File: src/rtl/sipo_frame_rx_amisha.sv
`default_nettype none
// ============================================================================
// Module      : sipo_frame_rx_amisha
// Description : Strobe-qualified serial-to-parallel frame receiver.
//               A frame is one start bit (0), DATA_WIDTH data bits (LSB
//               first) and one stop bit (1). Bits are taken only on clock
//               edges where en_amisha is high. Each good word is presented
//               on a valid/ready handshake. Bad stop bits give a one-cycle
//               frame_err_amisha pulse. A good frame that arrives while the
//               previous word is still pending sets the sticky
//               overrun_amisha flag.
// Ports       : clk_amisha       - rising-edge clock
//               reset_amisha     - synchronous reset, active low
//               en_amisha        - bit strobe
//               d_amisha         - serial data line (idles high)
//               ready_amisha     - consumer accepts data when valid is high
//               data_amisha      - last loaded word
//               valid_amisha     - data_amisha not yet consumed
//               busy_amisha      - frame in progress
//               frame_err_amisha - one-cycle pulse on a bad stop bit
//               overrun_amisha   - sticky dropped-frame flag
// Revision    : 1.0 - initial release
// ============================================================================
module sipo_frame_rx_amisha #(
    parameter int DATA_WIDTH = 8
) (
    input  logic                  clk_amisha,
    input  logic                  reset_amisha,
    input  logic                  en_amisha,
    input  logic                  d_amisha,
    input  logic                  ready_amisha,
    output logic [DATA_WIDTH-1:0] data_amisha,
    output logic                  valid_amisha,
    output logic                  busy_amisha,
    output logic                  frame_err_amisha,
    output logic                  overrun_amisha
);

    localparam int c_CNT_W = $clog2(DATA_WIDTH);

    localparam logic [1:0] c_IDLE = 2'd0;
    localparam logic [1:0] c_DATA = 2'd1;
    localparam logic [1:0] c_STOP = 2'd2;

    localparam logic [c_CNT_W-1:0] c_LAST_BIT = c_CNT_W'(DATA_WIDTH - 1);

    logic [1:0]            r_state;
    logic [c_CNT_W-1:0]    r_cnt;
    logic [DATA_WIDTH-1:0] r_sr;
    logic [DATA_WIDTH-1:0] r_data;
    logic                  r_valid;
    logic                  r_busy;
    logic                  r_frame_err;
    logic                  r_overrun;

    always_ff @(posedge clk_amisha) begin
        if (!reset_amisha) begin
            r_state     <= c_IDLE;
            r_cnt       <= '0;
            r_sr        <= '0;
            r_data      <= '0;
            r_valid     <= 1'b0;
            r_busy      <= 1'b0;
            r_frame_err <= 1'b0;
            r_overrun   <= 1'b0;
        end else begin
            r_frame_err <= 1'b0;

            // Handshake runs every cycle, independent of the strobe. A word
            // loaded on a stop-bit edge below overrides this clear.
            if (r_valid && ready_amisha) begin
                r_valid <= 1'b0;
            end

            if (en_amisha) begin
                case (r_state)
                    c_IDLE: begin
                        if (!d_amisha) begin
                            r_state <= c_DATA;
                            r_busy  <= 1'b1;
                            r_cnt   <= '0;
                        end
                    end

                    c_DATA: begin
                        r_sr <= {d_amisha, r_sr[DATA_WIDTH-1:1]};
                        // Hold the counter on the last data bit so it never
                        // wraps when DATA_WIDTH is a power of two.
                        if (r_cnt == c_LAST_BIT) begin
                            r_state <= c_STOP;
                        end else begin
                            r_cnt <= r_cnt + 1'b1;
                        end
                    end

                    c_STOP: begin
                        r_state <= c_IDLE;
                        r_busy  <= 1'b0;
                        if (d_amisha) begin
                            // Load if nothing is pending, or if the pending
                            // word is consumed on this very edge.
                            if (!r_valid || ready_amisha) begin
                                r_data  <= r_sr;
                                r_valid <= 1'b1;
                            end else begin
                                r_overrun <= 1'b1;
                            end
                        end else begin
                            r_frame_err <= 1'b1;
                        end
                    end

                    default: begin
                        r_state <= c_IDLE;
                        r_busy  <= 1'b0;
                    end
                endcase
            end
        end
    end

    assign data_amisha      = r_data;
    assign valid_amisha     = r_valid;
    assign busy_amisha      = r_busy;
    assign frame_err_amisha = r_frame_err;
    assign overrun_amisha   = r_overrun;

endmodule
`default_nettype wire

File: config.mk
export PLATFORM = sky130hd
export DESIGN_NAME = sipo_frame_rx_amisha
export DESIGN_NICKNAME = d
export VERILOG_FILES = /design/src/rtl/sipo_frame_rx_amisha.sv
export SDC_FILE = /design/constraint.sdc
export NUM_CORES = 1
export LEC_CHECK = 0
export BUFFER_PORTS_ARGS = -buffer_cell sky130_fd_sc_hd__buf_2
export CAP_MARGIN = 20
export CORE_MARGIN = 4
export CORE_UTILIZATION = 57
export DETAILED_ROUTE_END_ITERATION = 8
export MAX_ROUTING_LAYER = met4
export PLACE_DENSITY_LB_ADDON = 0.08
export SYNTH_ARGS = -nofsm -noshare
export SYNTH_HDL_FRONTEND = slang
export SYNTH_SLANG_ARGS = --single-unit
File: constraint.sdc
create_clock -name clk_amisha -period 2.2 [get_ports clk_amisha]
set_clock_uncertainty 0.1 [all_clocks]
set_input_delay 0.44 -clock clk_amisha [delete_from_list [all_inputs] [get_ports clk_amisha]]
set_output_delay 0.44 -clock clk_amisha [all_outputs]
set_load 0.02 [all_outputs]
Yosys cells after proc, flatten, opt, wreduce, memory -nomap -nowiden
Index checks and enable logic that the tools add are counted.
Widths: inputs -> output; s select.
{"block": "word_totals", "wordCells": 43, "regBits": 25, "output_inout_bits": 12, "input_bits": 5}
{"block": "classes", "mux": 14, "reduce_logical": 12, "bitwise": 2, "addsub": 1, "eq_ne": 6}
{"operator": "$reduce_and 4->1", "count": 3}
{"operator": "$reduce_and 3->1", "count": 3}
{"operator": "$mux 1", "count": 7}
{"operator": "$mux 3", "count": 2}
{"operator": "$ne 2x2->1 const B", "count": 3}
{"operator": "$pmux 3 s2", "count": 1}
{"operator": "$mux 2", "count": 2}
{"operator": "$pmux 2 s2", "count": 1}
{"operator": "$add 3x1->3 const B", "count": 1}
{"operator": "$eq 3x3->1 const B", "count": 1}
{"operator": "$eq 2x1->1 const B", "count": 1}
{"operator": "$eq 2x2->1 const B", "count": 1}
{"operator": "$logic_not 2->1", "count": 1}
{"operator": "$not 1->1", "count": 2}
{"operator": "$pmux 1 s2", "count": 1}
{"operator": "$reduce_and 2->1", "count": 1}
{"operator": "$reduce_bool 2->1", "count": 1}
{"operator": "$logic_and 1x1->1", "count": 1}
{"operator": "$logic_not 1->1", "count": 1}
{"operator": "$logic_or 1x1->1", "count": 1}

Depth between registers and ports, before layout
{"block": "depth", "depth_word": 6, "mapped_depth": 5, "ltp_nobuf": 5}

Least setup slack after synthesis
No wires, ideal clock.
{"block": "synth_timing", "path_type": "register to register", "start": "register r_cnt[0]", "end": "register r_cnt[0]", "required_ns": 1.976, "stages_incl_launch_ff": 6, "setup_ns": 0.124, "period_less_slack_ns": 1.301, "slack_ns": 0.899, "arrival_ns": 1.077, "n_path_buf": 0, "path_cell_list": "dfxtp_1 ha_1 ha_1 nand2_1 nand4b_1 mux2i_1"}
{"block": "synth_between", "elab_chain_cells": 3, "elab_cells_between_ends": 6, "cone_classes": "add/sub (1); eq/ne (2); mux (2); reduce/logical (1)"}
{"element": "start, declared", "line": "48", "text": "logic [c_CNT_W-1:0] r_cnt;"}
{"element": "start signal, assigned", "line": "92", "text": "r_cnt <= r_cnt + 1'b1;"}
{"element": "$add 3x1->3 / $eq 3x3->1 (equally long branches)", "line": "92, 89"}
{"element": "$mux 3 / $ne 2x2->1 (equally long branches)"}
{"element": "$pmux 3 s2 / $reduce_and 4->1 (equally long branches)"}
Several ways; a longest one is shown, not always the timed one. The select of a mux whose other input is x is not followed.
A chain may end at the register's enable or synchronous reset.

Final worst setup path
{"block": "layout_timing", "start": "register r_state[1]", "end": "register r_data[5] (netlist: data_amisha[5])"}
{"block": "layout_between", "elab_chain_cells": 2}
{"element": "start, declared", "line": "47", "text": "logic [1:0] r_state;"}
{"element": "start signal, assigned", "line": "58", "text": "r_state <= c_IDLE;"}
{"element": "start signal, assigned", "line": "79", "text": "r_state <= c_DATA;"}
{"element": "start signal, assigned", "line": "90", "text": "r_state <= c_STOP;"}
{"element": "$eq 2x2->1", "line": "76", "text": "case (r_state)"}
{"element": "$reduce_and 4->1 (no source line)"}
{"element": "end signal, assigned", "line": "103", "text": "r_data <= r_sr;"}
{"element": "end, declared", "line": "50", "text": "logic [DATA_WIDTH-1:0] r_data;"}
No other way between the ends.

==> metrics.md <==
| Metric | Value |
|---|---|
| Share of cells above drive strength 1 | 0.183 |
| Pin count of the biggest net entering global routing | 38 |
| Sw Share | 0.240 |
| Clk buf depth | 2 |
| H-tree lvl count | 1 |
| Core box area | 1750 µm² |
| Slew at the pin closest to its max-slew limit | approximately 0.56 ns |
| Initial detailed-routing violation count | 8 |
| Post-DR vias/cell | 5.14 |
| Worst Setup Path Type | reg -> reg |
| Layout Area Growth over Synthesis | 8.64% |
| Via count of the first global-routing pass | 671 |
| Synth warn | 0 |
| Worst reg2reg setup slack | 0.68 ns |
| Multi-input logic area | 522 µm² |
| TritonCTS clock tree | built |
| Synthesized netlist net count | ~120 |
| Synth unique cells | 27 |
| Worst Setup End Kind | register |
| Final TNS setup | 0 ns |
| Area used by sequential logic in the layout | 500 µm² |
| Proportion of power drawn by flip-flops and latches | 0.648 |
| Via count | 776 |
| Worst Path Max Fanout | 8 |
| Reg clk slew, reported paths | 0.13 ns |
| Sum of overflow across all layers after global routing | 0 |
| Post-synthesis sequential area ratio | 0.467 |
| Area of the die | roughly 2600 µm² |
| NumNets Final | 134 |
| Count of buffers added by post-CTS timing repair for setup | 0 |
| P_leak | 0.484 nW |
| Internal portion of total power | 0.547 mW |
| Floorplan die height | 51.4 µm |
| Initial antenna violation count | 0 |
| Setup repair after global routing missed its margin | false |
| Number of placement rows | 15 |
| Share of power burned in the clock network | 0.276 |
| Number of storage elements in the synthesis netlist | 25 |
| Final hold viol count | 0 |
| Wire length of the first global-routing pass | ~2800 µm |
| Nature of the critical path startpoint | register |
| Starting density of the core | 0.614 |
| All-layer global routing usage | 0.145 |
| Die width | 51.4 µm |
| DR DRC count | 0 |
| Fraction of the cycle the final worst path needs | 0.693 |
| Total inserted antenna cells | 0 |
| Post-DP HPWL | approximately 1200 µm |
| Count of hold-fix buffers inserted at cts | 0 |
| Buffers added on ports | 16 |
| Clk root buf | sky130_fd_sc_hd__clkbuf_4 |
| Synthesized cell area | about 1100 µm² |
| Mapped Avg Cell Area | 9.41 µm² |
| Hold WC Path Type | in -> reg |
| Final critical path time including I/O delays and setup | 1.52 ns |
| Highest attainable clock frequency | 656 MHz |
| Final GP Congestion | 0.708 |
| IO Count | 17 |
| Number of clock sinks | 25 |
| Pwr Density | just over 600 nW/µm² |
| Post-CTS Resized | 0 |
| Worst endpoint required time | 2.35 ns |
| Max-slew headroom at the worst pin | 0.629 |
| Comb power frac | 0.077 |
| Run status | completed |
| Smallest hold slack | approximately 0.36 ns |
| Number of search-and-repair iterations in the first detailed-routing pass | 4 |
| Final WL | approximately 1800 µm |
| Inserted Clock Buffers | 3 |
| Final setup vio count | 0 |
| Detail Route Antenna Nets | 0 |
| Max rail drop VDD | ~380 µV |
| Maximum capacitance violations | 0 |
| Avg WL per Cell | approximately 12 µm |
| Worst-skew pair later-pin latency | 0.31 ns |
| Number of cells produced by synthesis | roughly 110 |
| Layout fillers | 164 |
| Final slew viol count | 0 |
| Worst endpoint data arrival time | roughly 1.7 ns |
| Psw | 0.173 mW |
[metrics by stage]
step / cell area [µm²] / instances / power (mW) / setup WS (ns) / util
after floorplan: 1070 / 114 / 0.521 / 0.899 / -
after global placement: 1140 / 147 / 0.529 / 0.499 / 0.652
after detailed placement: 1140 / 147 / 0.531 / 0.468 / 0.652
after CTS: 1160 / 151 / 0.729 / 0.663 / 0.667
after global routing: 1160 / 151 / 0.756 / 0.561 / 0.667
final: 1160 / 151 / 0.719 / 0.676 / 0.667
[critical path, cell delays in order, from the launching register on]
cell and delay [ns]:
sky130_fd_sc_hd__dfxtp_1 0.52, sky130_fd_sc_hd__nand4b_4 0.15, sky130_fd_sc_hd__nor2b_2 0.47, sky130_fd_sc_hd__mux2i_1 0.24
[registers in the layout, indices dropped and copies added, names as in the netlist]
signal and cells:
r_cnt 3, overrun_amisha 1, valid_amisha 1, r_sr 8
busy_amisha 1, frame_err_amisha 1, r_state 2, data_amisha 8
[routing by layer]
metal	vias to the layer above	track usage	part of all wire
met3	2	0.0262	0.051
met4	0	0.0524	0.0028
li1	405	-	-
met1	352	0.177	0.50
met2	17	0.239	0.45
met5	-	-	0
[worst paths after layout]
kind,start,end,cells after the start
max,r_state[1],data_amisha[5],3
min,ready_amisha,valid_amisha,3
max reg2reg,r_state[1],data_amisha[5],3
min reg2reg,data_amisha[4],data_amisha[4],2
[logic make-up after synthesis]
logic type / after synthesis / synth area share
simple gates: 53 / 0.260
flops: 25 / 0.467
mux: 13 / 0.121
compound gates: 12 / 0.0817
buf+inv: 9 / 0.0467
fa+ha+maj: 2 / 0.0233
[placed cells by master, fill, tap and decap left out]
master / instances
sky130_fd_sc_hd__nand3b_1: 2
sky130_fd_sc_hd__and2b_1: 1
sky130_fd_sc_hd__o211a_1: 1
sky130_fd_sc_hd__inv_1: 1
sky130_fd_sc_hd__nand3_1: 10
sky130_fd_sc_hd__o21ai_1: 1
sky130_fd_sc_hd__mux2i_1: 13
sky130_fd_sc_hd__and2_1: 1
sky130_fd_sc_hd__nor3b_1: 1
sky130_fd_sc_hd__a21oi_1: 1
sky130_fd_sc_hd__dfxtp_1: 25
sky130_fd_sc_hd__nor2b_1: 1
sky130_fd_sc_hd__nand2_1: 28
sky130_fd_sc_hd__nand3b_2: 1
sky130_fd_sc_hd__nand4b_1: 1
sky130_fd_sc_hd__and3_1: 1
sky130_fd_sc_hd__a21boi_0: 8
sky130_fd_sc_hd__nand4b_4: 1
sky130_fd_sc_hd__ha_1: 2
sky130_fd_sc_hd__clkbuf_4: 3
sky130_fd_sc_hd__o21a_1: 1
sky130_fd_sc_hd__clkinv_2: 1
sky130_fd_sc_hd__buf_2: 16
sky130_fd_sc_hd__nor2b_2: 1
sky130_fd_sc_hd__nand2b_1: 3
sky130_fd_sc_hd__nor2_1: 1
[power by group through the flow]
stage,clock network [mW],registers (mW),logic [mW]
3_3_place_gp,0,0.476,0.0527
5_1_grt,0.228,0.468,0.0601
2_1_floorplan,0,0.473,0.0484
4_1_cts,0.208,0.466,0.0547
3_5_place_dp,0,0.476,0.0545
6_report,0.198,0.466,0.0551
[synth_stat cells (all sizes together)]
master | instances | area (µm²)
o211a | 1 | 10.0
clkbuf | 2 | 7.51
and3 | 1 | 6.26
dfxtp | 25 | 500
nor2 | 1 | 3.75
ha | 2 | 25.0
nand3 | 10 | 50.1
and2b | 1 | 7.51
nand2 | 28 | 105
a21boi | 8 | 60.1
nand4b | 2 | 32.5
mux2i | 13 | 130
buf | 6 | 38.8
o21a | 1 | 7.51
a21oi | 1 | 5.00
nand2b | 3 | 18.8
nand3b | 3 | 26.3
o21ai | 1 | 5.00
and2 | 1 | 6.26
nor2b | 2 | 15.0
inv | 1 | 3.75
nor3b | 1 | 7.51
[final cells by class]
class	count	area share
clock inverter	1	0.00430
sequential	25	0.430
inverter	1	0.00322
timing repair buffer	16	0.0687
tap	25	0.0269
clock buffer	3	0.0193
multi-input combinational	80	0.448
Power figures use the tool's default switching activity.
